### src/rtl/seg7_defs.sv
// Shared seven-segment definitions: glyph codes, idle codes, scan FSM states
// and small select-code helpers used by the decoder and the display driver.
package seg7_defs;

  // Active-high {g,f,e,d,c,b,a} glyphs for hex values 0..F
  localparam logic [6:0] GLYPH_0 = 7'h3F;
  localparam logic [6:0] GLYPH_1 = 7'h06;
  localparam logic [6:0] GLYPH_2 = 7'h5B;
  localparam logic [6:0] GLYPH_3 = 7'h4F;
  localparam logic [6:0] GLYPH_4 = 7'h66;
  localparam logic [6:0] GLYPH_5 = 7'h6D;
  localparam logic [6:0] GLYPH_6 = 7'h7D;
  localparam logic [6:0] GLYPH_7 = 7'h07;
  localparam logic [6:0] GLYPH_8 = 7'h7F;
  localparam logic [6:0] GLYPH_9 = 7'h6F;
  localparam logic [6:0] GLYPH_A = 7'h77;
  localparam logic [6:0] GLYPH_B = 7'h7C;
  localparam logic [6:0] GLYPH_C = 7'h39;
  localparam logic [6:0] GLYPH_D = 7'h5E;
  localparam logic [6:0] GLYPH_E = 7'h79;
  localparam logic [6:0] GLYPH_F = 7'h71;

  // No segment lit (all a..g pins high on the active-low bus)
  localparam logic [6:0] GLYPH_BLANK = 7'h00;

  // Pin levels when nothing is driven / selected
  localparam logic [3:0] SEL_IDLE = 4'b1111;
  localparam logic [7:0] SEG_IDLE = 8'hFF;

  typedef enum logic [1:0] {
    ST_IDLE   = 2'd0,
    ST_SETTLE = 2'd1,
    ST_HOLD   = 2'd2
  } scan_state_t;

  // True when exactly one active-low select bit is asserted
  function automatic logic sel_single(input logic [3:0] sel);
    return (sel == 4'b1110) || (sel == 4'b1101) ||
           (sel == 4'b1011) || (sel == 4'b0111);
  endfunction

  // Position index of a single-select code (0 for anything else)
  function automatic logic [1:0] sel_position(input logic [3:0] sel);
    logic [1:0] pos;
    case (sel)
      4'b1110: pos = 2'd0;
      4'b1101: pos = 2'd1;
      4'b1011: pos = 2'd2;
      4'b0111: pos = 2'd3;
      default: pos = 2'd0;
    endcase
    return pos;
  endfunction

endpackage

### src/rtl/seg7_glyph_decode.sv
// Combinational lookup from an active-high seven-segment glyph to a hex value.
module seg7_glyph_decode
  import seg7_defs::*;
(
  input  logic [6:0] glyph,
  output logic [3:0] value,
  output logic       is_valid,
  output logic       is_blank
);

  // Match the glyph against the sixteen hex shapes and the blank code
  always_comb begin
    value    = 4'h0;
    is_valid = 1'b1;
    is_blank = 1'b0;
    case (glyph)
      GLYPH_0:     value = 4'h0;
      GLYPH_1:     value = 4'h1;
      GLYPH_2:     value = 4'h2;
      GLYPH_3:     value = 4'h3;
      GLYPH_4:     value = 4'h4;
      GLYPH_5:     value = 4'h5;
      GLYPH_6:     value = 4'h6;
      GLYPH_7:     value = 4'h7;
      GLYPH_8:     value = 4'h8;
      GLYPH_9:     value = 4'h9;
      GLYPH_A:     value = 4'hA;
      GLYPH_B:     value = 4'hB;
      GLYPH_C:     value = 4'hC;
      GLYPH_D:     value = 4'hD;
      GLYPH_E:     value = 4'hE;
      GLYPH_F:     value = 4'hF;
      GLYPH_BLANK: begin
        is_valid = 1'b0;
        is_blank = 1'b1;
      end
      default:     is_valid = 1'b0;
    endcase
  end

endmodule

### src/rtl/segment_scan_decoder.sv
// Recovers per-position hex digits from a multiplexed, active-low
// seven-segment scan bus. A select code must be stable for SETTLE_CYCLES
// synchronized cycles before its segments are captured.
module segment_scan_decoder
  import seg7_defs::*;
#(
  parameter int unsigned SETTLE_CYCLES = 16
) (
  input  logic       clk,
  input  logic       rst,
  input  logic [7:0] segments,
  input  logic [3:0] digit_select,
  output logic [3:0] digit0,
  output logic [3:0] digit1,
  output logic [3:0] digit2,
  output logic [3:0] digit3,
  output logic [3:0] dp,
  output logic [3:0] digit_valid,
  output logic       frame_done,
  output logic       pattern_error,
  output logic       select_error
);

  localparam logic [7:0] SETTLE_TARGET = 8'(SETTLE_CYCLES);

  logic [7:0]      seg_meta, seg_sync, seg_prev;
  logic [3:0]      sel_meta, sel_sync, sel_prev;
  scan_state_t     state, state_next;
  logic [7:0]      count, count_next;
  logic            capture;
  logic            sel_active, sel_change, any_change;
  logic            single;
  logic [1:0]      pos;
  logic [3:0]      cap_bits;
  logic [3:0]      mask;
  logic [3:0][3:0] digit_q;
  logic [3:0]      dec_value;
  logic            dec_valid, dec_blank;

  seg7_glyph_decode u_decode (
    .glyph    (~seg_sync[6:0]),
    .value    (dec_value),
    .is_valid (dec_valid),
    .is_blank (dec_blank)
  );

  assign sel_active = (sel_sync != SEL_IDLE);
  assign sel_change = (sel_sync != sel_prev);
  assign any_change = sel_change || (seg_sync != seg_prev);
  assign single     = sel_single(sel_sync);
  assign pos        = sel_position(sel_sync);
  assign cap_bits   = (capture && single) ? ~sel_sync : 4'b0000;

  assign digit0 = digit_q[0];
  assign digit1 = digit_q[1];
  assign digit2 = digit_q[2];
  assign digit3 = digit_q[3];

  // Two-flop synchronizer plus a one-cycle history used for change detection
  always_ff @(posedge clk) begin
    if (rst) begin
      seg_meta <= SEG_IDLE;
      seg_sync <= SEG_IDLE;
      seg_prev <= SEG_IDLE;
      sel_meta <= SEL_IDLE;
      sel_sync <= SEL_IDLE;
      sel_prev <= SEL_IDLE;
    end else begin
      seg_meta <= segments;
      seg_sync <= seg_meta;
      seg_prev <= seg_sync;
      sel_meta <= digit_select;
      sel_sync <= sel_meta;
      sel_prev <= sel_sync;
    end
  end

  // Scan FSM state and settle counter registers
  always_ff @(posedge clk) begin
    if (rst) begin
      state <= ST_IDLE;
      count <= 8'd0;
    end else begin
      state <= state_next;
      count <= count_next;
    end
  end

  // Next-state logic; capture fires on the edge the counter reaches the target
  always_comb begin
    state_next = state;
    count_next = count;
    capture    = 1'b0;
    case (state)
      ST_IDLE: begin
        if (sel_active) begin
          state_next = ST_SETTLE;
          count_next = 8'd1;
        end else begin
          state_next = ST_IDLE;
          count_next = 8'd0;
        end
      end
      ST_SETTLE: begin
        if (!sel_active) begin
          state_next = ST_IDLE;
          count_next = 8'd0;
        end else if (any_change) begin
          state_next = ST_SETTLE;
          count_next = 8'd1;
        end else if (count < SETTLE_TARGET) begin
          count_next = count + 8'd1;
        end else begin
          count_next = count;
        end
      end
      ST_HOLD: begin
        if (!sel_active) begin
          state_next = ST_IDLE;
          count_next = 8'd0;
        end else if (sel_change) begin
          state_next = ST_SETTLE;
          count_next = 8'd1;
        end else begin
          state_next = ST_HOLD;
        end
      end
      default: begin
        state_next = ST_IDLE;
        count_next = 8'd0;
      end
    endcase
    // A single-cycle target (SETTLE_CYCLES == 1) captures on the load edge
    if ((state_next == ST_SETTLE) && (count_next == SETTLE_TARGET)) begin
      state_next = ST_HOLD;
      capture    = 1'b1;
    end else begin
      capture    = 1'b0;
    end
  end

  // Update captured digits, the frame mask and the status pulses
  always_ff @(posedge clk) begin
    if (rst) begin
      digit_q       <= 16'h0000;
      dp            <= 4'b0000;
      digit_valid   <= 4'b0000;
      mask          <= 4'b0000;
      frame_done    <= 1'b0;
      pattern_error <= 1'b0;
      select_error  <= 1'b0;
    end else begin
      frame_done    <= (mask == 4'b1111);
      pattern_error <= 1'b0;
      select_error  <= 1'b0;
      // A completed frame clears the mask but keeps a coincident capture
      if (mask == 4'b1111) begin
        mask <= cap_bits;
      end else begin
        mask <= mask | cap_bits;
      end
      if (capture) begin
        if (single) begin
          if (dec_valid) begin
            digit_q[pos]     <= dec_value;
            dp[pos]          <= ~seg_sync[7];
            digit_valid[pos] <= 1'b1;
          end else if (dec_blank) begin
            dp[pos]          <= ~seg_sync[7];
            digit_valid[pos] <= 1'b0;
          end else begin
            digit_valid[pos] <= 1'b0;
            pattern_error    <= 1'b1;
          end
        end else begin
          select_error <= 1'b1;
        end
      end
    end
  end

endmodule

### config.mk
export PLATFORM = sky130hd
export DESIGN_NAME = segment_scan_decoder
export DESIGN_NICKNAME = d
export VERILOG_FILES = /design/src/rtl/seg7_defs.sv /design/src/rtl/seg7_glyph_decode.sv /design/src/rtl/segment_scan_decoder.sv
export SDC_FILE = /design/constraint.sdc
export NUM_CORES = 1
export LEC_CHECK = 0
export ABC_AREA = 1
export BUFFER_PORTS_ARGS = -buffer_cell sky130_fd_sc_hd__buf_2
export CORE_UTILIZATION = 35
export DETAILED_ROUTE_END_ITERATION = 12
export PLACE_DENSITY = 0.53
export SYNTH_ARGS = -nofsm -noshare
export SYNTH_HDL_FRONTEND = slang
export SYNTH_SLANG_ARGS = --single-unit
### constraint.sdc
create_clock -name clk -period 2.5 [get_ports clk]
set_clock_uncertainty 0.05 [all_clocks]
set_input_delay 0.125 -clock clk [delete_from_list [all_inputs] [get_ports clk]]
set_output_delay 0.125 -clock clk [all_outputs]
set_load 0.01 [all_outputs]
# [After elaboration in Yosys (flattened, before gate mapping)]
# Index checks and enable logic that the tools add are counted.
[totals] elab_cells=109 out_inout_bits=27 ff_bits=77 input_bits=14
[classes] eq_ne=28 muxes=32 bitwise=9 addsub=1 n_reduce_logical=17 order_cmp=3
[ops] op="== test 7 bit, second input constant" count=12
[ops] op="case mux 4 bit (15 select lines)" count=1
[ops] op="two-way mux 8 bit" count=5
[ops] op="two-way mux 4 bit" count=6
[ops] op="case mux 8 bit (3 select lines)" count=1
[ops] op="bitwise mux 16 bit" count=1
[ops] op="== test 4 bit, second input constant" count=4
[ops] op="OR reduction 16 bit" count=1
[ops] op="== test 7 x 3 -> 1 bit, second input constant" count=2
[ops] op="== test 7 x 6 -> 1 bit, second input constant" count=2
[ops] op="case mux 2 bit (3 select lines)" count=2
[ops] op="two-way mux 2 bit" count=5
[ops] op="adder 8 x 1 -> 8 bit, second input constant" count=1
[ops] op="demux 4 bit (select 2 bit)" count=1
[ops] op="== test 8 x 5 -> 1 bit, second input constant" count=1
[ops] op="< comparator 8 x 5 -> 1 bit, second input constant" count=1
[ops] op="two-way mux 1 bit" count=8
[ops] op="inequality test 8 bit" count=1
[ops] op="NOT 4 bit" count=2
[ops] op="OR 4 bit" count=2
[ops] op="logical NOT 7 bit" count=1
[ops] op="NOT 7 bit" count=1
[ops] op="AND reduction 3 bit" count=2
[ops] op="bitwise AND 4 bit" count=1
[ops] op="17 further kinds" count=26

# [Depth between registers and ports, before layout]
[depth] depth_word=12 mapped_depth=19 depth_no_buf=18

# [Hierarchy]
# From an unflattened synthesis, not the netlist that was laid out.
[unflattened] hier_cells=521 area_unflattened_um2=3565.9
[modules_own_cells] mod="segment_scan_decoder" area_per_inst_um2=3243.1 seq_area_each_um2=1541.5 cells_each=452 n_inst=1
[modules_own_cells] mod="seg7_glyph_decode" area_per_inst_um2=322.8 seq_area_each_um2=0.0 cells_each=69 n_inst=1

# [Worst setup path after synthesis]
# No wires, ideal clock.
[synth_path] path_kind="reg2reg" startpoint="reg sel_sync[2]" endpoint="reg digit_q, in the netlist digit1[0]" setup_slack_ns=0.447 setup_time_ns=0.113 n_path_buf=0 path_stages_with_launch=18 required_time_ns=2.337 period_less_slack_ns=2.053 arrival_time_ns=1.890 path_cell_list="dfxtp_1 -> inv_2 -> nand2_1 -> nand2_1 -> nor2_1 -> nand2_2 -> nor2_4 -> nand3_2 -> a21oi_4 -> nand2_2 -> nor2_4 -> nand3_4 -> nor2_4 -> nand2_2 -> inv_2 -> nand2_1 -> nand2_1 -> nor2_1"
[synth_via] elab_chain_len=9 elab_cells_between_ends=34 classes_between="order compare: 2; eq/ne: 8; mux: 17; reduce/logical: 7"
[synth_lines] item="start, declared" line="segment_scan_decoder.sv:27" source="logic [3:0] sel_meta, sel_sync, sel_prev;"
[synth_lines] item="start signal, assigned" line="segment_scan_decoder.sv:73" source="sel_sync <= sel_meta;"
[synth_lines] item="inequality test 4 bit" line="segment_scan_decoder.sv:48" source="assign sel_change = (sel_sync != sel_prev);"
[synth_lines] item="logical OR 1 bit" line="segment_scan_decoder.sv:49" source="assign any_change = sel_change || (seg_sync != seg_prev);"
[synth_lines] item="two-way mux 8 bit / two-way mux 2 bit (equally long branches)" line="segment_scan_decoder.sv:108" source="end else if (any_change) begin"
[synth_lines] item="two-way mux 8 bit / two-way mux 2 bit (equally long branches)" line="segment_scan_decoder.sv:105" source="if (!sel_active) begin"
[synth_lines] item="case mux 8 bit (3 select lines) / case mux 2 bit (3 select lines) (equally long branches)" line="segment_scan_decoder.sv:94" source="case (state)"
[synth_lines] item="== test 8 x 5 -> 1 bit / == test 2 x 1 -> 1 bit (equally long branches)" line="segment_scan_decoder.sv:134" source="if ((state_next == ST_SETTLE) && (count_next == SETTLE_TARGET)) begin"
[synth_lines] item="logical AND 1 bit" line="segment_scan_decoder.sv:134"
[synth_lines] item="two-way mux 1 bit" line="segment_scan_decoder.sv:134"
[synth_lines] item="AND reduction 3 bit (no line)"
[synth_lines] item="end signal, assigned by index" line="segment_scan_decoder.sv:165" source="digit_q[pos] <= dec_value;"
[synth_lines] item="end, declared" line="segment_scan_decoder.sv:36" source="logic [3:0][3:0] digit_q;"
# Parallel ways exist; a longest one is shown, timed or not.
# A chain may end at the register's enable or synchronous reset.

# [Worst setup path after layout]
[layout_path] startpoint="reg sel_sync[3]" endpoint="reg digit_q, in the netlist digit1[1]"
# The elaborated chain is that of the path after synthesis.

==> flow_metrics.env <==
export IMPL_tightest_slew_ns=0.499
export IMPL_yosysMostFrequentCell="nand2_1"
export IMPL_syn_inst=468
export IMPL_antenna_found_initial=0
export IMPL_track_usage_pct=16.6
export IMPL_core_um2=9370
export IMPL_grt_max_degree=41
export IMPL_post_route_period_util_pct=91.8
export IMPL_vias=2982
export IMPL_synth_top_family_by_area="simple AND/OR/NAND/NOR gates"
export IMPL_hold_class="primary input to flip-flop"
export IMPL_drtIter0Drc=125
export IMPL_cts_buffers_inserted=9
export IMPL_synth_area_top_cells="dfxtp_1 (45%), nand2_1 (12%), nor2_1 (7.1%)"
export IMPL_synth_simple_area_share_pct=39.6
export IMPL_viasPerCell=4.50
export IMPL_p_per_area_nw_per_um2=575
export IMPL_ios=41
export IMPL_clk_pin_slew_worst_paths_ns=0.09
export IMPL_peakVddDrop_mv=0.270
export IMPL_synth_warnings=0
export IMPL_power_frac_clock_pct=38.2
export IMPL_ys_async_sr_fraction_pct=0
export IMPL_cp_arrival_ns=2.48
export IMPL_power_leakage_nw=2.06
export IMPL_layout_min_cycle_time_ns=2.30
export IMPL_max_stage_delay_ns=0.39
export IMPL_finalSetupTns_ns=0
export IMPL_relSlewSlack_pct=65.9
export IMPL_switchingPower_uw=617
export IMPL_met2WireLength_um=3370
export IMPL_yosys_register_bits=77
export IMPL_yosysSeqAreaShare_pct=45.0
export IMPL_clock_sinks=77
export IMPL_synth_distinct_cells=36
export IMPL_synthAdderAreaFrac_pct=0.365
export IMPL_clk_latency_ns=0.35
export IMPL_syn_area_um2=3420
export IMPL_synth_top_cell_area_share_pct=45.0
export IMPL_fin_cells=663
export IMPL_power_frac_comb_pct=8.1
export IMPL_dieArea_um2=10200
export IMPL_finalSetupViolCount=0
export IMPL_port_buffers=40
export IMPL_area_growth_pct=20.3
export IMPL_synthXorXnorAreaFrac_pct=1.02
export IMPL_hpwl_um=5620
export IMPL_synthMuxAreaShare_pct=0.292
export IMPL_max_cap_viol_count=0
export IMPL_worst_ep_required_time_ns=2.69
export IMPL_cts_root_buf="clkbuf_8"
export IMPL_crit_path_cell_trace="inv_2 > nand2_1 > nand2_1 > nor2_1 > nand2_2 > nor2_4 > nand3_2 > a21oi_4 > nand2_2 > nor2_4 > nand3_4 > nor2_4 > nand2_2 > inv_2 > nand2_1 > nand2_1 > nor2_1"
export IMPL_grt_pass1_vias=2873
export IMPL_synth_top_flop_cell="dfxtp_1"
export IMPL_drt_pass1_iter_count=4
export IMPL_rows=35
export IMPL_die_h_um=101
export IMPL_antenna_left=0
export IMPL_cts_tree="yes"
export IMPL_post_route_util_pct=44.0
export IMPL_filler_cell_count=1011
export IMPL_cp_slowest_cell="dfxtp_1"
export IMPL_synth_edf_count=0
export IMPL_gp_congestion=0.921
export IMPL_ctsLongestPathBuffers=2
export IMPL_p_int_mw=1.75
export IMPL_synth_compound_area_share_pct=5.52
export IMPL_p_seq_share_pct=53.7
export IMPL_rsz0062_at_grt="false"
export IMPL_worst_setup_path_end_kind="flip-flop"
export IMPL_dp_cells=635
export IMPL_synth_commonest_cells="nand2_1 (110), dfxtp_1 (77), nor2_1 (65), inv_1 (52), nand3_1 (29)"
export IMPL_top_layer="met4"
export IMPL_switching_share_pct=26.1
export IMPL_status="finished, final reports clean"
export IMPL_num_antenna_cells=0
export IMPL_die_x_um=101
export IMPL_drive_gt1_share_pct=24.9
export IMPL_slew_viol_final=0
export IMPL_hold_violations=0
export IMPL_syn_avg_cell_area_um2=7.32
export IMPL_path_class="flip-flop to flip-flop"
export IMPL_path_max_fanout=6
export IMPL_cpMostUsedCell="nand2_1"
export IMPL_cts_htree_levels=3
export IMPL_clock_fmax_mhz=436
export IMPL_cp_start_kind="flip-flop"
export IMPL_final_nets=544
export IMPL_grt_pass1_wl_um=13200
export IMPL_wirelength_um=7670
export IMPL_wl_per_cell_um=11.6
export IMPL_wl_met3_um=279
export IMPL_start_util_pct=36.5
export IMPL_synth_top_area_cell="dfxtp_1"
export IMPL_drc=0
export IMPL_wl_met1_um=3930
export IMPL_synth_nets=483
export IMPL_grt_overflow_total=0
export IMPL_postCtsSetupBuffers=0
## through the flow
stage / setup WS [ns] / hold slack (ns) / power, mW / instance area [um2]
global placement: 0.186 / 0.258 / 1.48 / 3790
detailed placement: 0.167 / 0.262 / 1.48 / 3790
CTS: 0.146 / 0.202 / 2.40 / 4110
floorplan: 0.447 / 0.179 / 1.43 / 3420
finish: 0.205 / 0.197 / 2.37 / 4120
global route: 0.00834 / 0.226 / 2.48 / 4120
## sequential cells by signal, summed over array words and instances, names as in the netlist, 4 cells and up, named ones only
register  cells
seg_sync      8
mask          4
sel_meta      4
digit3        4
dp            4
digit1        4
seg_prev      8
sel_sync      4
seg_meta      8
count         8
sel_prev      4
digit2        4
digit0        4
## power by group through the flow
| stage | sequential [mW] | combinational (mW) | clock (mW) |
|---|---|---|---|
| floorplan | 1.29 | 0.136 | 0 |
| global placement | 1.30 | 0.177 | 0 |
| detailed placement | 1.30 | 0.178 | 0 |
| CTS | 1.27 | 0.193 | 0.935 |
| global route | 1.28 | 0.214 | 0.991 |
| finish | 1.27 | 0.192 | 0.904 |
## cells in the final DEF, fill, tap and decap left out, drive strengths merged
cell	count
nand3	34
inv	62
ha	1
nand3b	1
xnor2	3
nor2	78
or2	27
a21oi	14
dlygate4sd3	12
nor3	14
a21o	1
clkinvlp	1
clkinv	5
nand4	12
buf	47
o21ai	10
a31oi	1
clkbuf	11
mux2i	1
dfxtp	77
o41ai	1
and3	1
o2111a	1
a2111oi	1
nand2	115
o211ai	2
xor2	1
## worst max-delay path, delay by kind of cell, from the launching register on
family	cells	cell delay [ns]
flops	1	0.39
compound gates	1	0.16
simple gates	14	1.42
buf+inv	2	0.15
## final cells by class
| type | count | area (um2) | share of cell area (%) |
|---|---|---|---|
| clock buffers | 11 | 151 | 3.67 |
| clock inverters | 5 | 42.5 | 1.03 |
| inverters | 63 | 238 | 5.77 |
| multi-input cells | 319 | 1600 | 38.9 |
| flip-flops and latches | 77 | 1550 | 37.6 |
| well taps | 129 | 161 | 3.92 |
| repair buffers | 59 | 373 | 9.05 |
## worst paths after layout
| check | startpoint | to | slack [ns] | depth (start not counted) |
|---|---|---|---|---|
| setup / recovery | sel_sync[3]$_SDFF_PP1_ | digit1[1]$_SDFFE_PP0P_ | 0.20 | 17 |
| hold / removal | rst | sel_prev[1]$_SDFF_PP1_ | 0.20 | 3 |
| setup reg to reg | sel_sync[3]$_SDFF_PP1_ | digit1[1]$_SDFFE_PP0P_ | 0.20 | 17 |
| hold reg to reg | sel_meta[3]$_SDFF_PP1_ | sel_sync[3]$_SDFF_PP1_ | 0.36 | 1 |
## layer usage
layer | up-vias | GRT usage, %
li1 | 1593 | -
met2 | 55 | 26.8
met4 | 0 | 6.24
met1 | 1326 | 22.1
met5 | - | 0
met3 | 8 | 3.12
## kinds of logic after synthesis
logic type | count (synthesis)
AOI/OAI and AO/OA | 31
DFF | 77
muxes | 1
and+or+nand+nor | 282
buffers and inverters | 72
xor gates and xnor gates | 4
adders and majority gates | 1
## what timing repair did
action                                 in CTS  in global routing
endpoints found under the hold margin      12                  0
hold buffers                               12                  0
setup endpoints to repair                   0                 10
gates resized for setup                     0                  8
Power figures use the tool's default switching activity.
